===== src/rtl/updown_ctr_bank.sv =====
// updown_ctr_bank: NCH independent edge-triggered up/down counters that saturate (WRAP=0) or wrap (WRAP=1).
// Define UPDOWN_CTR_SYNC_EN to add 2-flop synchronizers on inc/dec, which gives 3-cycle latency instead of 1.
// Note for users: a request held high through reset release counts once on the first edge after release.
module updown_ctr_bank #(
  parameter int NCH    = 4,
  parameter int MAXVAL = 15,
  parameter int WRAP   = 0,
  localparam int W     = ($clog2(MAXVAL + 1) < 1) ? 1 : $clog2(MAXVAL + 1)
) (
  input  logic             clk,
  input  logic             reset_n,
  input  logic [NCH-1:0]   inc,
  input  logic [NCH-1:0]   dec,
  input  logic [NCH-1:0]   clr,
  output logic [NCH*W-1:0] count,
  output logic [NCH-1:0]   at_max,
  output logic [NCH-1:0]   at_min,
  output logic [NCH-1:0]   evt
);

  localparam logic [W-1:0] MAXV = W'(MAXVAL);

  logic [NCH-1:0]   inc_smp, dec_smp;
  logic [NCH-1:0]   prev_inc_q, prev_dec_q;
  logic [NCH-1:0]   inc_e, dec_e;
  logic [NCH*W-1:0] count_q, count_d;
  logic [NCH-1:0]   at_max_q, at_max_d;
  logic [NCH-1:0]   at_min_q, at_min_d;
  logic [NCH-1:0]   evt_q, evt_d;

`ifdef UPDOWN_CTR_SYNC_EN
  logic [NCH-1:0] inc_s1_q, inc_s2_q, dec_s1_q, dec_s2_q;

  always_ff @(posedge clk or negedge reset_n) begin
    if (!reset_n) begin
      inc_s1_q <= '0;
      inc_s2_q <= '0;
      dec_s1_q <= '0;
      dec_s2_q <= '0;
    end else begin
      inc_s1_q <= inc;
      inc_s2_q <= inc_s1_q;
      dec_s1_q <= dec;
      dec_s2_q <= dec_s1_q;
    end
  end

  assign inc_smp = inc_s2_q;
  assign dec_smp = dec_s2_q;
`else
  assign inc_smp = inc;
  assign dec_smp = dec;
`endif

  assign inc_e = inc_smp & ~prev_inc_q;
  assign dec_e = dec_smp & ~prev_dec_q;

  // Flags and evt come from the next count so they update on the same edge as count.
  always_comb begin
    count_d  = count_q;
    at_max_d = '0;
    at_min_d = '0;
    evt_d    = '0;
    for (int i = 0; i < NCH; i++) begin
      if (clr[i]) begin
        count_d[i*W +: W] = '0;
      end else if (inc_e[i] && !dec_e[i]) begin
        if (count_q[i*W +: W] == MAXV) begin
          count_d[i*W +: W] = (WRAP != 0) ? '0 : MAXV;
        end else begin
          count_d[i*W +: W] = count_q[i*W +: W] + W'(1);
        end
      end else if (dec_e[i] && !inc_e[i]) begin
        if (count_q[i*W +: W] == '0) begin
          count_d[i*W +: W] = (WRAP != 0) ? MAXV : '0;
        end else begin
          count_d[i*W +: W] = count_q[i*W +: W] - W'(1);
        end
      end
      at_max_d[i] = (count_d[i*W +: W] == MAXV);
      at_min_d[i] = (count_d[i*W +: W] == '0);
      evt_d[i]    = (count_d[i*W +: W] != count_q[i*W +: W]);
    end
  end

  always_ff @(posedge clk or negedge reset_n) begin
    if (!reset_n) begin
      count_q    <= '0;
      at_max_q   <= '0;
      at_min_q   <= '1;
      evt_q      <= '0;
      prev_inc_q <= '0;
      prev_dec_q <= '0;
    end else begin
      count_q    <= count_d;
      at_max_q   <= at_max_d;
      at_min_q   <= at_min_d;
      evt_q      <= evt_d;
      prev_inc_q <= inc_smp;
      prev_dec_q <= dec_smp;
    end
  end

  assign count  = count_q;
  assign at_max = at_max_q;
  assign at_min = at_min_q;
  assign evt    = evt_q;

endmodule


===== config.mk =====
export PLATFORM = sky130hd
export DESIGN_NAME = updown_ctr_bank
export DESIGN_NICKNAME = d
export VERILOG_FILES = /design/src/rtl/updown_ctr_bank.sv
export SDC_FILE = /design/constraint.sdc
export NUM_CORES = 1
export LEC_CHECK = 0
export CORE_MARGIN = 2
export CORE_UTILIZATION = 53
export CTS_CLUSTER_SIZE = 12
export DETAILED_ROUTE_END_ITERATION = 10
export PLACE_DENSITY = 0.78
export SYNTH_ARGS = -nofsm -noshare
export SYNTH_HDL_FRONTEND = slang
export SYNTH_SLANG_ARGS = --single-unit

===== constraint.sdc =====
create_clock -name clk -period 3.1 [get_ports clk]
set_clock_uncertainty 0.2 [all_clocks]
set_input_delay 0.775 -clock clk [delete_from_list [all_inputs] [get_ports clk]]
set_output_delay 0.775 -clock clk [all_outputs]
set_load 0.05 [all_outputs]

==> report_table.html <==
<table>
<tr><th>Metric</th><th>Value</th></tr>
<tr><th colspan="2">Yosys</th></tr>
<tr><td>Cell types with the highest counts after synthesis</td><td>sky130_fd_sc_hd__dfrtp_1, sky130_fd_sc_hd__nor2_1, sky130_fd_sc_hd__inv_1</td></tr>
<tr><td>Yosys top cell by area</td><td>sky130_fd_sc_hd__dfrtp_1</td></tr>
<tr><td>Top cell type's share of synthesized area</td><td>33.1%</td></tr>
<tr><td>Adder and majority gate portion of the synthesized area</td><td>4.13%</td></tr>
<tr><td>Post-synth top flop</td><td>sky130_fd_sc_hd__dfrtp_1</td></tr>
<tr><td>Number of nets produced by synthesis</td><td>292</td></tr>
<tr><td>Proportion of synthesized flip-flops having asynchronous set or reset</td><td>100%</td></tr>
<tr><td>Synthesized netlist cell count</td><td>270</td></tr>
<tr><td>Largest cells by area after synthesis</td><td>sky130_fd_sc_hd__dfrtp_1, sky130_fd_sc_hd__dfstp_2, sky130_fd_sc_hd__ha_1</td></tr>
<tr><td>Yosys warnings</td><td>0</td></tr>
<tr><td>Mapped cell area</td><td>2420 um2</td></tr>
<tr><td>Multiplexer share of the synthesized area</td><td>0.413%</td></tr>
<tr><td>Syn Area/Cell</td><td>8.97 um2</td></tr>
<tr><td>Post-synthesis cell type count</td><td>64</td></tr>
<tr><td>Most used standard cell by instance count after synthesis</td><td>sky130_fd_sc_hd__dfrtp_1</td></tr>
<tr><td>Compound-Gate Fraction of Synth Area</td><td>24.7%</td></tr>
<tr><td>Sequential-to-total area share from yosys stat</td><td>37.4%</td></tr>
<tr><td>XOR/XNOR Fraction of Synth Area</td><td>0.723%</td></tr>
<tr><td>Simple-Gate Fraction of Synth Area</td><td>27.7%</td></tr>
<tr><td>Post-synth EDFFs</td><td>0</td></tr>
<tr><td>Largest family of logic cells by synthesized area</td><td>simple AND/OR/NAND/NOR gates</td></tr>
<tr><td>Number of storage elements in the synthesis netlist</td><td>36</td></tr>
<tr><th colspan="2">Global route</th></tr>
<tr><td>Pin count of the biggest net entering global routing</td><td>37</td></tr>
<tr><td>Total overflow reported by the global router</td><td>0</td></tr>
<tr><td>Initial antenna violation count</td><td>0</td></tr>
<tr><td>Global-route wire length before repair</td><td>9580 um</td></tr>
<tr><td>Global routing usage summed across all routing layers</td><td>23.2%</td></tr>
<tr><td>Via count of the first global-routing pass</td><td>2,089</td></tr>
<tr><th colspan="2">Timing</th></tr>
<tr><td>Setup tns final</td><td>0 ns</td></tr>
<tr><td>Hold Violations, Final</td><td>0</td></tr>
<tr><td>Highest Clock Rate</td><td>370 MHz</td></tr>
<tr><td>Endpoints failing setup</td><td>0</td></tr>
<tr><td>Shortest clock period the worst path allows after layout</td><td>2.70 ns</td></tr>
<tr><td>Slew at the pin closest to its max-slew limit</td><td>0.781 ns</td></tr>
<tr><td>Worst setup slack after layout</td><td>0.398 ns</td></tr>
<tr><td>RSZ-0062 raised after global routing</td><td>no</td></tr>
<tr><td>Share of the cycle needed by the critical path after routing</td><td>87.2%</td></tr>
<tr><td>Worst slew margin</td><td>47.9%</td></tr>
<tr><td>Max Slew Vio Count</td><td>0</td></tr>
<tr><th colspan="2">Detailed routing</th></tr>
<tr><td>First-pass iteration count of the detailed router</td><td>5</td></tr>
<tr><td>Final routed wirelength across all metal layers</td><td>5640 um</td></tr>
<tr><td>Via count</td><td>2,391</td></tr>
<tr><td>Post-route DRC violation count</td><td>0</td></tr>
<tr><td>First-iteration detailed-routing DRC count</td><td>190</td></tr>
<tr><td>Antenna-violating nets left</td><td>0</td></tr>
<tr><td>Detailed-route vias per instance</td><td>6.51</td></tr>
<tr><td>Wire length per cell after detailed routing</td><td>15.4 um</td></tr>
<tr><th colspan="2">Placement</th></tr>
<tr><td>Sum of net half-perimeters after detailed placement</td><td>4080 um</td></tr>
<tr><td>Port bufs</td><td>41</td></tr>
<tr><td>Final weighted congestion of routability-driven global placement</td><td>0.923</td></tr>
<tr><td>Worst Setup Slack post-DPL</td><td>0.174 ns</td></tr>
<tr><th colspan="2">Worst setup path</th></tr>
<tr><td>Destination of the worst register-to-register timing path</td><td>at_min[1]</td></tr>
<tr><td>Critical setup path kind</td><td>reg2out</td></tr>
<tr><td>Largest delay share family, worst path</td><td>buffers and inverters</td></tr>
<tr><td>R2r startpoint</td><td>count[4]</td></tr>
<tr><td>Worst Path Arrival</td><td>1.73 ns</td></tr>
<tr><td>Register-to-register setup slack</td><td>0.71 ns</td></tr>
<tr><td>Buffering stage count on the worst path with inverters included</td><td>1</td></tr>
<tr><td>List of cells traversed by the critical path</td><td>clkdlybuf4s50_1</td></tr>
<tr><td>Data required time at the worst endpoint</td><td>2.12 ns</td></tr>
<tr><td>Slowest cell on crit path</td><td>sky130_fd_sc_hd__clkdlybuf4s50_1</td></tr>
<tr><td>Biggest cell delay along the critical path</td><td>0.88 ns</td></tr>
<tr><td>Critical path endpoint category</td><td>output pin</td></tr>
<tr><td>Critical Path Start Type</td><td>register</td></tr>
<tr><td>Worst reg-to-reg path cell count</td><td>6</td></tr>
<tr><td>Worst-path fanout max</td><td>12</td></tr>
<tr><th colspan="2">Clock tree</th></tr>
<tr><td>Setup Buffers After CTS</td><td>0</td></tr>
<tr><td>Clk Tree Root Cell</td><td>sky130_fd_sc_hd__clkbuf_8</td></tr>
<tr><td>Cts hold-fix bufs</td><td>0</td></tr>
<tr><td>Latest clock arrival within the worst-skew pair</td><td>0.29 ns</td></tr>
<tr><td>Resized Gates After CTS</td><td>0</td></tr>
<tr><td>CTS sink cnt</td><td>36</td></tr>
<tr><td>Number of buffers added by the clock tree synthesis step</td><td>5</td></tr>
<tr><td>Number of H-tree levels</td><td>2</td></tr>
<tr><td>TritonCTS clock tree</td><td>done</td></tr>
<tr><td>Clock-pin transition on the worst setup and hold timing paths</td><td>0.07 ns</td></tr>
<tr><td>Largest buffer count on any clock path</td><td>2</td></tr>
<tr><th colspan="2">Hold path</th></tr>
<tr><td>Class of the most critical hold timing path</td><td>in2async</td></tr>
<tr><th colspan="2">Floorplanning</th></tr>
<tr><td>Number of primary I/O pins</td><td>42</td></tr>
<tr><td>Row Count</td><td>24</td></tr>
<tr><td>Placeable core area</td><td>4380 um2</td></tr>
<tr><td>Die extent in y</td><td>71.6 um</td></tr>
<tr><td>Die area</td><td>5130 um2</td></tr>
<tr><td>Initial Util</td><td>55.3%</td></tr>
<tr><td>Die width</td><td>71.6 um</td></tr>
<tr><th colspan="2">Final layout</th></tr>
<tr><td>Number of nets at the end of the flow</td><td>337</td></tr>
<tr><td>Count of antenna diodes in the layout</td><td>0</td></tr>
<tr><td>Fraction of final layout cells sized beyond drive strength 1</td><td>8.57%</td></tr>
<tr><td>Growth of design area from synthesis to finish</td><td>23.2%</td></tr>
<tr><td>Fill cell instance count of the final layout</td><td>375</td></tr>
<tr><th colspan="2">Pwr</th></tr>
<tr><td>P per Cell Area</td><td>477 nW/um2</td></tr>
<tr><td>Leakage power summed over all cells</td><td>1.24 nW</td></tr>
<tr><td>IR drop worst, VDD</td><td>0.261 mV</td></tr>
<tr><th colspan="2">Run</th></tr>
<tr><td>MaxCap Viol Count</td><td>0</td></tr>
<tr><th colspan="2">Status</th></tr>
<tr><td>Run status</td><td>completed</td></tr>
</table>
## routing by layer
layer | wire length (um) | track usage [%]
met1 | 2450 | 31.7
met2 | 2620 | 36.4
met3 | 462 | 5.20
met4 | 110 | 8.18
met5 | 0 | 0
## cells in the final DEF, fill, tap and decap left out, types with 3 or more instances in the layout
cell type	count
sky130_fd_sc_hd__nand2_1	17
sky130_fd_sc_hd__o31ai_1	3
sky130_fd_sc_hd__a221o_1	3
sky130_fd_sc_hd__o2111ai_1	4
sky130_fd_sc_hd__clkbuf_8	7
sky130_fd_sc_hd__nand3_1	17
sky130_fd_sc_hd__a31oi_1	5
sky130_fd_sc_hd__nor2_1	19
sky130_fd_sc_hd__nor4_1	5
sky130_fd_sc_hd__o211a_1	3
sky130_fd_sc_hd__dfrtp_1	32
sky130_fd_sc_hd__nor3_1	11
sky130_fd_sc_hd__a21oi_1	13
sky130_fd_sc_hd__clkdlybuf4s50_1	40
sky130_fd_sc_hd__inv_1	18
sky130_fd_sc_hd__nor2b_1	5
sky130_fd_sc_hd__dfstp_2	4
sky130_fd_sc_hd__and4_1	4
sky130_fd_sc_hd__and2b_1	3
sky130_fd_sc_hd__buf_4	6
sky130_fd_sc_hd__nand2b_1	7
sky130_fd_sc_hd__nand4_1	3
sky130_fd_sc_hd__ha_1	8
sky130_fd_sc_hd__o21ai_0	14
sky130_fd_sc_hd__nor3b_1	3
sky130_fd_sc_hd__and3_1	5
sky130_fd_sc_hd__or3_1	9
## area by class of cell
class                      instances  area, um2  share of cell area (%)
multi-input combinational        207       1400                    46.9
sequential                        36        906                    30.4
tap                               52       65.1                    2.18
timing repair buffer              47        450                    15.1
clock buffer                       7       96.3                    3.23
inverter                          18       67.6                    2.26
## power by group
group          internal [W]  switching (W)  total [W]
registers          0.000521      0.0000454   0.000567
logic              0.000185       0.000308   0.000493
clock network      0.000198       0.000165   0.000363
## stage by stage
step	area, um2	utilization (%)	total power [W]	hold WS (ns)	std cells
floorplan	2420	-	0.000910	0.279	270
global placement	2890	65.9	0.00106	0.473	360
detailed placement	2890	65.9	0.00107	0.454	360
CTS	2980	68.1	0.00143	0.405	367
global route	2980	68.1	0.00149	0.433	367
finish	2980	68.1	0.00142	0.364	367
## worst max path at each step
stage | end | cells past startpoint | from
global placement | at_max[2] | 6 | dec[2]
detailed placement | at_max[2] | 6 | dec[2]
finish | count[7] | 1 | count[7]
floorplan | at_max[3] | 7 | count[13]
global route | at_max[2] | 6 | dec[2]
CTS | count[7] | 1 | count[7]
## flip-flops by register name, summed over array words and instances (netlist names)
| signal | flops |
|---|---|
| evt | 4 |
| prev_dec_q | 4 |
| prev_inc_q | 4 |
| at_min | 4 |
| at_max | 4 |
| count | 16 |
## cell families (layout without fill, tap and decap cells)
group | count (synthesis) | count (layout)
simple gates | 119 | 119
compound gates | 77 | 77
flops | 36 | 36
buf+inv | 27 | 72
fa+ha+maj | 8 | 8
xor+xnor | 2 | 2
mux | 1 | 1
No activity file was read; power rests on OpenSTA's default activity.
